### src/rtl/ctrl_sequencer.sv
// Step-strobe generator for the multi-cycle CPU: fetch T0..T2, per-opcode execute length,
// memory wait/timeout and Stop/Resume run control. Define INT_EN to add IntReq/IntAck interrupt entry.
module ctrl_sequencer #(
    parameter int IR_W       = 32,
    parameter int OPC_MSB    = 31,
    parameter int STEP_N     = 8,
    parameter int WAIT_LIMIT = 15
) (
    input  logic              Clock,
    input  logic              Reset,
    input  logic [IR_W-1:0]   IR,
    input  logic              MemReady,
    input  logic              Stop,
    input  logic              Resume,
`ifdef INT_EN
    input  logic              IntReq,
    output logic              IntAck,
`endif
    output logic [STEP_N-1:0] Step,
    output logic              Run,
    output logic              MemRd,
    output logic              MemWr,
    output logic              InstrDone,
    output logic              IllegalOp,
    output logic              BusErr
);
    localparam int SW  = $clog2(STEP_N);
    localparam int WCW = (WAIT_LIMIT < 1) ? 1 : $clog2(WAIT_LIMIT + 1);

`ifdef INT_EN
    typedef enum logic [2:0] {S_RESET, S_STEP, S_HALTED, S_INT0, S_INT1} state_t;
`else
    typedef enum logic [1:0] {S_RESET, S_STEP, S_HALTED} state_t;
`endif

    state_t         state_q, state_d;
    logic [SW-1:0]  step_q, step_d;
    logic [WCW-1:0] wait_q, wait_d;

    logic [4:0]     opc;
    logic [SW-1:0]  last_idx;
    logic           unused_ir;
    logic           mem_rd_step, mem_wr_step, in_mem, timeout, hold, done;

    // Index of the final execute step: T(2+LEN).
    function automatic logic [SW-1:0] last_step(input logic [4:0] op);
        logic [2:0] len;
        if (op == 5'd0 || op == 5'd2)                        len = 3'd5;
        else if (op == 5'd14 || op == 5'd15 || op == 5'd18) len = 3'd4;
        else if (op >= 5'd1 && op <= 5'd13)                 len = 3'd3;
        else if (op == 5'd16 || op == 5'd17 || op == 5'd20) len = 3'd2;
        else                                                len = 3'd1;
        return SW'({2'b00, len} + 5'd2);
    endfunction

    assign opc       = IR[OPC_MSB -: 5];
    assign unused_ir = ^IR;
    assign last_idx  = last_step(opc);

    assign mem_rd_step = (step_q == SW'(1)) || (opc == 5'd0 && step_q == SW'(6));
    assign mem_wr_step = (opc == 5'd2) && (step_q == SW'(7));
    assign in_mem      = (state_q == S_STEP) && (mem_rd_step || mem_wr_step);
    assign timeout     = in_mem && !MemReady && (WAIT_LIMIT > 0) && (wait_q == WCW'(WAIT_LIMIT));
    assign hold        = in_mem && !MemReady && !timeout;
    // A stalled final memory step only counts as done on the cycle it completes.
    assign done        = (state_q == S_STEP) && (step_q == last_idx) && !hold && !timeout;

    always_ff @(posedge Clock or negedge Reset) begin
        if (!Reset) begin
            state_q <= S_RESET;
            step_q  <= '0;
            wait_q  <= '0;
        end else begin
            state_q <= state_d;
            step_q  <= step_d;
            wait_q  <= wait_d;
        end
    end

    always_comb begin
        state_d   = state_q;
        step_d    = step_q;
        wait_d    = '0;
        Step      = '0;
        Run       = 1'b0;
        MemRd     = 1'b0;
        MemWr     = 1'b0;
        InstrDone = 1'b0;
        IllegalOp = 1'b0;
        BusErr    = 1'b0;
`ifdef INT_EN
        IntAck    = 1'b0;
`endif
        unique case (state_q)
            S_RESET: begin
                state_d = S_STEP;
                step_d  = '0;
            end
            S_STEP: begin
                Run       = 1'b1;
                Step      = STEP_N'(1) << step_q;
                MemRd     = mem_rd_step && !timeout;
                MemWr     = mem_wr_step && !timeout;
                BusErr    = timeout;
                InstrDone = done;
                IllegalOp = (step_q == SW'(3)) && (opc >= 5'd27);
                if (timeout) begin
                    step_d = '0;
                end else if (hold) begin
                    wait_d = (WAIT_LIMIT > 0) ? wait_q + WCW'(1) : '0;
                end else if (done) begin
                    step_d = '0;
                    // Stop outranks an interrupt request, which stays pending.
                    if (opc == 5'd26 || Stop) state_d = S_HALTED;
`ifdef INT_EN
                    else if (IntReq)          state_d = S_INT0;
`endif
                end else begin
                    step_d = step_q + SW'(1);
                end
            end
            S_HALTED: begin
`ifdef INT_EN
                if (IntReq) begin
                    state_d = S_INT0;
                end else
`endif
                if (Resume && !Stop) begin
                    state_d = S_STEP;
                    step_d  = '0;
                end
            end
`ifdef INT_EN
            S_INT0: begin
                Run     = 1'b1;
                state_d = S_INT1;
            end
            S_INT1: begin
                Run     = 1'b1;
                IntAck  = 1'b1;
                state_d = S_STEP;
                step_d  = '0;
            end
`endif
            default: begin
                state_d = S_RESET;
            end
        endcase
    end
endmodule

### config.mk
export PLATFORM = sky130hd
export DESIGN_NAME = ctrl_sequencer
export DESIGN_NICKNAME = d
export VERILOG_FILES = /design/src/rtl/ctrl_sequencer.sv
export SDC_FILE = /design/constraint.sdc
export NUM_CORES = 1
export LEC_CHECK = 0
export ABC_AREA = 1
export BUFFER_PORTS_ARGS = -buffer_cell sky130_fd_sc_hd__buf_2
export CAP_MARGIN = 20
export CORE_MARGIN = 1
export CORE_UTILIZATION = 46
export CTS_BUF_LIST = sky130_fd_sc_hd__clkbuf_8 sky130_fd_sc_hd__clkbuf_16
export DETAILED_ROUTE_END_ITERATION = 8
export PLACE_DENSITY_LB_ADDON = 0.05
export SLEW_MARGIN = 5
export SYNTH_ARGS = -nofsm -noshare
export SYNTH_HDL_FRONTEND = slang
export SYNTH_SLANG_ARGS = --single-unit
### constraint.sdc
create_clock -name Clock -period 5.04 [get_ports Clock]
set_clock_uncertainty 0.05 [all_clocks]
set_input_delay 0.504 -clock Clock [delete_from_list [all_inputs] [get_ports Clock]]
set_output_delay 0.504 -clock Clock [all_outputs]
set_load 0.03 [all_outputs]
==> results of run 1 <==
cell families after synthesis:
| family | Yosys count |
|---|---|
| DFF | 9 |
| adders and majority gates | 7 |
| xor gates and xnor gates | 1 |
| buffers and inverters | 27 |
| and+or+nand+nor | 82 |
| AOI/OAI and AO/OA | 6 |
sequential cells by signal, indices dropped and copies added, names as in the netlist:
signal,cells
wait_q,4
step_q,3
state_q,2
routing by layer:
| metal | part of all wire | up-vias | track usage |
|---|---|---|---|
| li1 | - | 467 | - |
| met1 | 0.45 | 395 | 0.246 |
| met2 | 0.51 | 14 | 0.371 |
| met3 | 0.020 | 4 | 0.0119 |
| met4 | 0.016 | 0 | 0.109 |
| met5 | 0 | - | 0 |
final cells by class:
class	count	area, um2	share of cell area
Multi-Input combinational cell	96	546	0.515
Sequential cell	9	225	0.213
Timing Repair Buffer	23	115	0.109
Inverter	26	97.6	0.0921
Clock buffer	3	41.3	0.0390
Tap cell	25	31.3	0.0295
Clock inverter	1	3.75	0.00354
metrics by stage:
| step | cell area, um2 | power (mW) | std cells | hold WS, ps |
|---|---|---|---|---|
| after global placement | 1010 | 0.394 | 179 | 310 |
| after floorplan | 873 | 0.331 | 132 | 158 |
| after CTS | 1060 | 0.484 | 183 | 62.7 |
| after detailed placement | 1010 | 0.397 | 179 | 317 |
| after global routing | 1060 | 0.523 | 183 | 72.7 |
| final | 1060 | 0.479 | 183 | 63.2 |
power by group through the flow:
stage               logic (mW)  clock network, mW  registers (mW)
floorplan                0.222                  0           0.109
global placement         0.280                  0           0.114
detailed placement       0.283                  0           0.114
CTS                      0.285             0.0861           0.114
global route             0.319             0.0872           0.116
finish                   0.283             0.0825           0.113
placed cells by master, fill, tap and decap left out, types with 2 or more instances in the layout:
cell type | synthesis | layout
nor2_1 | 14 | 14
dfrtp_1 | 9 | 9
nand4_1 | 4 | 4
nand3_1 | 14 | 14
nand2_2 | 2 | 2
buf_2 | 1 | 23
nor3_1 | 4 | 4
nor4_1 | 2 | 2
inv_2 | 7 | 7
nor2_2 | 4 | 4
nand3_2 | 6 | 6
nand2_1 | 29 | 29
ha_1 | 7 | 7
nor2_4 | 2 | 2
clkbuf_8 | 0 | 3
a21oi_1 | 3 | 3
inv_1 | 19 | 20
worst max-delay path by stage:
| stage | from | to | slack (ps) | cells after the start |
|---|---|---|---|---|
| final | step_q[0] | MemWr | 2320 | 11 |
| after global routing | step_q[0] | MemWr | 2140 | 13 |
| after CTS | step_q[0] | MemWr | 2310 | 13 |
| after detailed placement | step_q[0] | MemWr | 2580 | 13 |
| after global placement | step_q[0] | MemWr | 2610 | 13 |
| after floorplan | state_q[1] | IllegalOp | 2620 | 4 |
worst reg2reg max path: stages (launching register included):
cell and delay, ps:
dfrtp_1 430, ha_1 250, ha_1 200, nand4_1 110
nand3_1 140, a21oi_1 250, nand3_2 150, nand2_1 80
nand2_1 50, nand2_1 60, nand2_1 50
==> reports/metrics.csv, run 1 <==
metric,value,unit
Final Hold Viols,0,
WP data arrival,2160,ps
total CTS buffers,3,
Setup Viol. Count Final,0,
NetSw,0.250,mW
crit end category,output pin,
Max Cap Viol,0,
xor and xnor fraction of the mapped netlist area,0.0100,
area share of and/or/nand/nor cells after synthesis,0.476,
internal power,0.229,mW
Post-Syn Nets,176,
GPL Wtd Cong,0.869,
cell with the most instances after synthesis,nand2_1,
maximum clock path buffer count,2,
chip height,45.6,um
Pleak,0.630,nW
clk slew on worst S/H paths,40,ps
Worst-Margin Slew,285,ps
Async SR Flop Fraction,1.00,
Slew headroom,0.808,
Post-Syn Area,873,um2
Worst path max stage delay,430,ps
Avg Synthesized Cell Area,6.62,um2
share of the yosys chip area belonging to registers,0.258,
worst setup margin,2320,ps
1st-iter DRT viols,11,
Starting Density,0.500,
RR Endpoint,state_q[0],
"Slowest-stage cell, CP",dfrtp_1,
Synth cell types,21,
area of the core,1750,um2
Final TNS setup,0,ps
Peak VDD IR,268,uV
initial antenna violation count,0,
largest net degree at the start of global routing,12,
mux cell area share after synthesis,0,
Post-synth top flop,dfrtp_1,
vias in the first global route,769,
sequential cell fraction of total power,0.237,
highest clock rate,0.368,GHz
Syn-to-layout area delta,21.3,%
Post-Synth Adder-Cell Area,0.100,
first-pass GRT wire length,3070,um
Gate Count Post-Synth,132,
reg-to-reg critical path startpoint,step_q[0],
compound-cell area share of the yosys netlist,0.0387,
Post-synth top cells,"nand2_1 (29), inv_1 (19), nand3_1 (14), nor2_1 (14), dfrtp_1 (9)",
Place WS,2580,ps
DRC violations left,0,
CTS tree,done,
CP cell instances,ha_1 -> ha_1 -> nand4_1 -> nand3_1 -> nand3_2 -> inv_2 -> nand3_2 -> nand2_1 -> or2_1 -> inv_1 -> buf_2,
"reg-to-reg slack, setup",3110,ps
largest family of logic cells by synthesized area,simple AND/OR/NAND/NOR gates,
Crit Path Class,reg2out,
DP HPWL,1560,um
status,finished clean,
Nets,203,
Final Core Density,0.607,
top post-synthesis cells by area,"dfrtp_1 (26%), nand2_1 (12%), ha_1 (10%)",
die area,2080,um2
DR vias/cell,4.81,
die width,45.6,um
R2R cell count,10,
worst min path class,in2async,
root buffer cell,clkbuf_8,
FILL cells,179,
CP max FO,5,
layout cell share with drive strength beyond 1,0.297,
WL final,1890,um
Site Rows,15,
Top delay family on crit path,simple AND/OR/NAND/NOR gates,
Yosys top cell by area,dfrtp_1,
via count,880,
Tcrit/Tclk final,0.539,
htree depth,1,
crit path buf inv count,3,
WL/cell,10.3,um
Buffers on Ports,23,
IO Count,51,
CP Launch Type,flip-flop,
share of the synthesized area in the top cell type,0.258,
first-pass detailed-route iteration total,4,
final critical-path required period,2720,ps
gr ovfl total,0,
Final ANT Viol Nets,0,
"EDFF count, synth",0,
antenna cells,0,
worst skew pair latency,230,ps
RSZ-0062 raised after global routing,false,
All-Layer GR Usage,0.207,
setup bufs post-CTS,0,
Yosys reg bits,9,
post-cts resize count,0,
Critical Path RT,4490,ps
Sw Ratio,0.522,
pwr dens,452,nW/um2
clock share of power,0.172,
warnings from Yosys,0,
CTS Hold Buffers Added,0,
Sink Count,9,
combinational share of power,0.591,
Max Transition Viols Final,0,
(Power assumes the default switching activity.)
==> inputs of run 2 (changes only) <==
Settings changed: CORE_UTILIZATION 46 to 43.
Clock period 5.04 ns to 2.8 ns, I/O delays scaled along.
==> reports/metrics.csv, run 2 (synthesized netlist as in run 1, its figures left out) <==
metric,value,unit
final critical-path required period,2510,ps
Starting Density,0.480,
sequential cell fraction of total power,0.241,
status,finished clean,
largest net degree at the start of global routing,12,
area of the core,1820,um2
antenna cells,0,
WP data arrival,2180,ps
NetSw,0.446,mW
DP HPWL,1580,um
1st-iter DRT viols,7,
Peak VDD IR,547,uV
vias in the first global route,731,
Final TNS setup,0,ps
layout cell share with drive strength beyond 1,0.296,
root buffer cell,clkbuf_8,
RR Endpoint,state_q[0],
CP cell instances,inv_1 -> ha_1 -> nand2_1 -> inv_1 -> nand4_1 -> nand3_1 -> nand3_2 -> inv_2 -> nand3_2 -> nand2_1 -> or2_1 -> inv_1 -> buf_2,
RSZ-0062 raised after global routing,false,
Syn-to-layout area delta,22.5,%
Final Core Density,0.588,
first-pass detailed-route iteration total,4,
pwr dens,803,nW/um2
Slew headroom,0.746,
Max Transition Viols Final,0,
"reg-to-reg slack, setup",890,ps
max reg flops,4,
Pleak,0.635,nW
most frequent cells in the layout,"nand2_1 (29), buf_2 (23), inv_1 (20), nor2_1 (14), nand3_1 (14)",
htree depth,1,
All-Layer GR Usage,0.201,
clk slew on worst S/H paths,50,ps
Setup crit start,step_q[0],
R2R cell count,12,
worst skew pair latency,230,ps
post-cts resize count,0,
Buffers on Ports,23,
largest registers,"wait_q x4, step_q x3, state_q x2",
chip height,47.1,um
crit end category,output pin,
Final Hold Viols,0,
FILL cells,185,
GPL Wtd Cong,0.785,
Crit Path Class,reg2out,
setup bufs post-CTS,0,
die width,47.1,um
highest clock rate,0.398,GHz
Critical Path Sink,MemWr,
Final ANT Viol Nets,0,
internal power,0.413,mW
first-pass GRT wire length,3040,um
IO Count,51,
"Slowest-stage cell, CP",dfrtp_1,
CP max FO,5,
WL final,1900,um
CP Launch Type,flip-flop,
initial antenna violation count,0,
worst min path class,in2reg,
DR vias/cell,4.83,
Site Rows,15,
"commonest non-fill, non-tap cell in the layout",nand2_1,
CTS Hold Buffers Added,1,
WL/cell,10.3,um
gr ovfl total,0,
Worst-Margin Slew,378,ps
Setup Viol. Count Final,0,
Worst path most repeated cell,inv_1,
Worst path max stage delay,440,ps
Hold Slack,323,ps
total CTS buffers,3,
via count,888,
Sw Ratio,0.519,
clock share of power,0.168,
DRC violations left,0,
Sink Count,9,
reg-to-reg critical path startpoint,step_q[0],
die area,2220,um2
combinational share of power,0.591,
Tcrit/Tclk final,0.898,
Max Cap Viol,0,
Critical Path RT,2470,ps
maximum clock path buffer count,2,
register with the most flip-flops,wait_q,
CTS tree,done,
Nets,204,
-- run 2: cell types whose count changed in the layout (fill, tap and decap cells not counted), sizes merged --
cell,delta
dlygate4sd3,+1
-- run 2: power groups by stage --
stage          logic [mW]  clock network, mW  registers, mW
3_3_place_gp        0.505                  0          0.207
6_report            0.508              0.145          0.207
2_1_floorplan       0.400                  0          0.196
5_1_grt             0.572              0.161          0.213
3_5_place_dp        0.512                  0          0.209
4_1_cts             0.515              0.148          0.207
-- run 2: how the worst min path moves through the flow --
stage	start	endpoint	slack (ps)	cells after the start
floorplan	Reset	state_q[0]	-70	0
global placement	Reset	wait_q[2]	90	1
detailed placement	Reset	wait_q[2]	100	1
CTS	MemReady	wait_q[2]	320	4
global route	MemReady	wait_q[2]	350	4
finish	MemReady	wait_q[2]	320	4
-- run 2: final cells by class --
class	count	area (um2)	area share
Tap cell	25	31.3	0.0292
Multi-Input combinational cell	96	546	0.510
Inverter	26	97.6	0.0912
Sequential cell	9	225	0.211
Timing Repair Buffer	24	125	0.117
Clock buffer	3	41.3	0.0386
Clock inverter	1	3.75	0.00351
-- run 2: stage by stage --
stage | cells | worst slack, ps | total power [mW] | instance area, um2
global route | 184 | 131 | 0.946 | 1070
CTS | 184 | 269 | 0.871 | 1070
global placement | 179 | 553 | 0.712 | 1010
floorplan | 132 | 602 | 0.595 | 873
detailed placement | 179 | 526 | 0.721 | 1010
finish | 184 | 287 | 0.859 | 1070
-- run 2: worst max-delay path, delay by kind of cell (launching register included) --
family	cells	cell delay, ps
fa+ha+maj	1	230
buf+inv	5	470
flops	1	440
simple gates	7	810
-- run 2: metal layers --
metal,global-route usage,up-vias,share of wire
met5,0,-,0
met3,0.0692,2,0.060
li1,-,475,-
met1,0.263,384,0.50
met2,0.317,27,0.43
met4,0.0514,0,0.0074
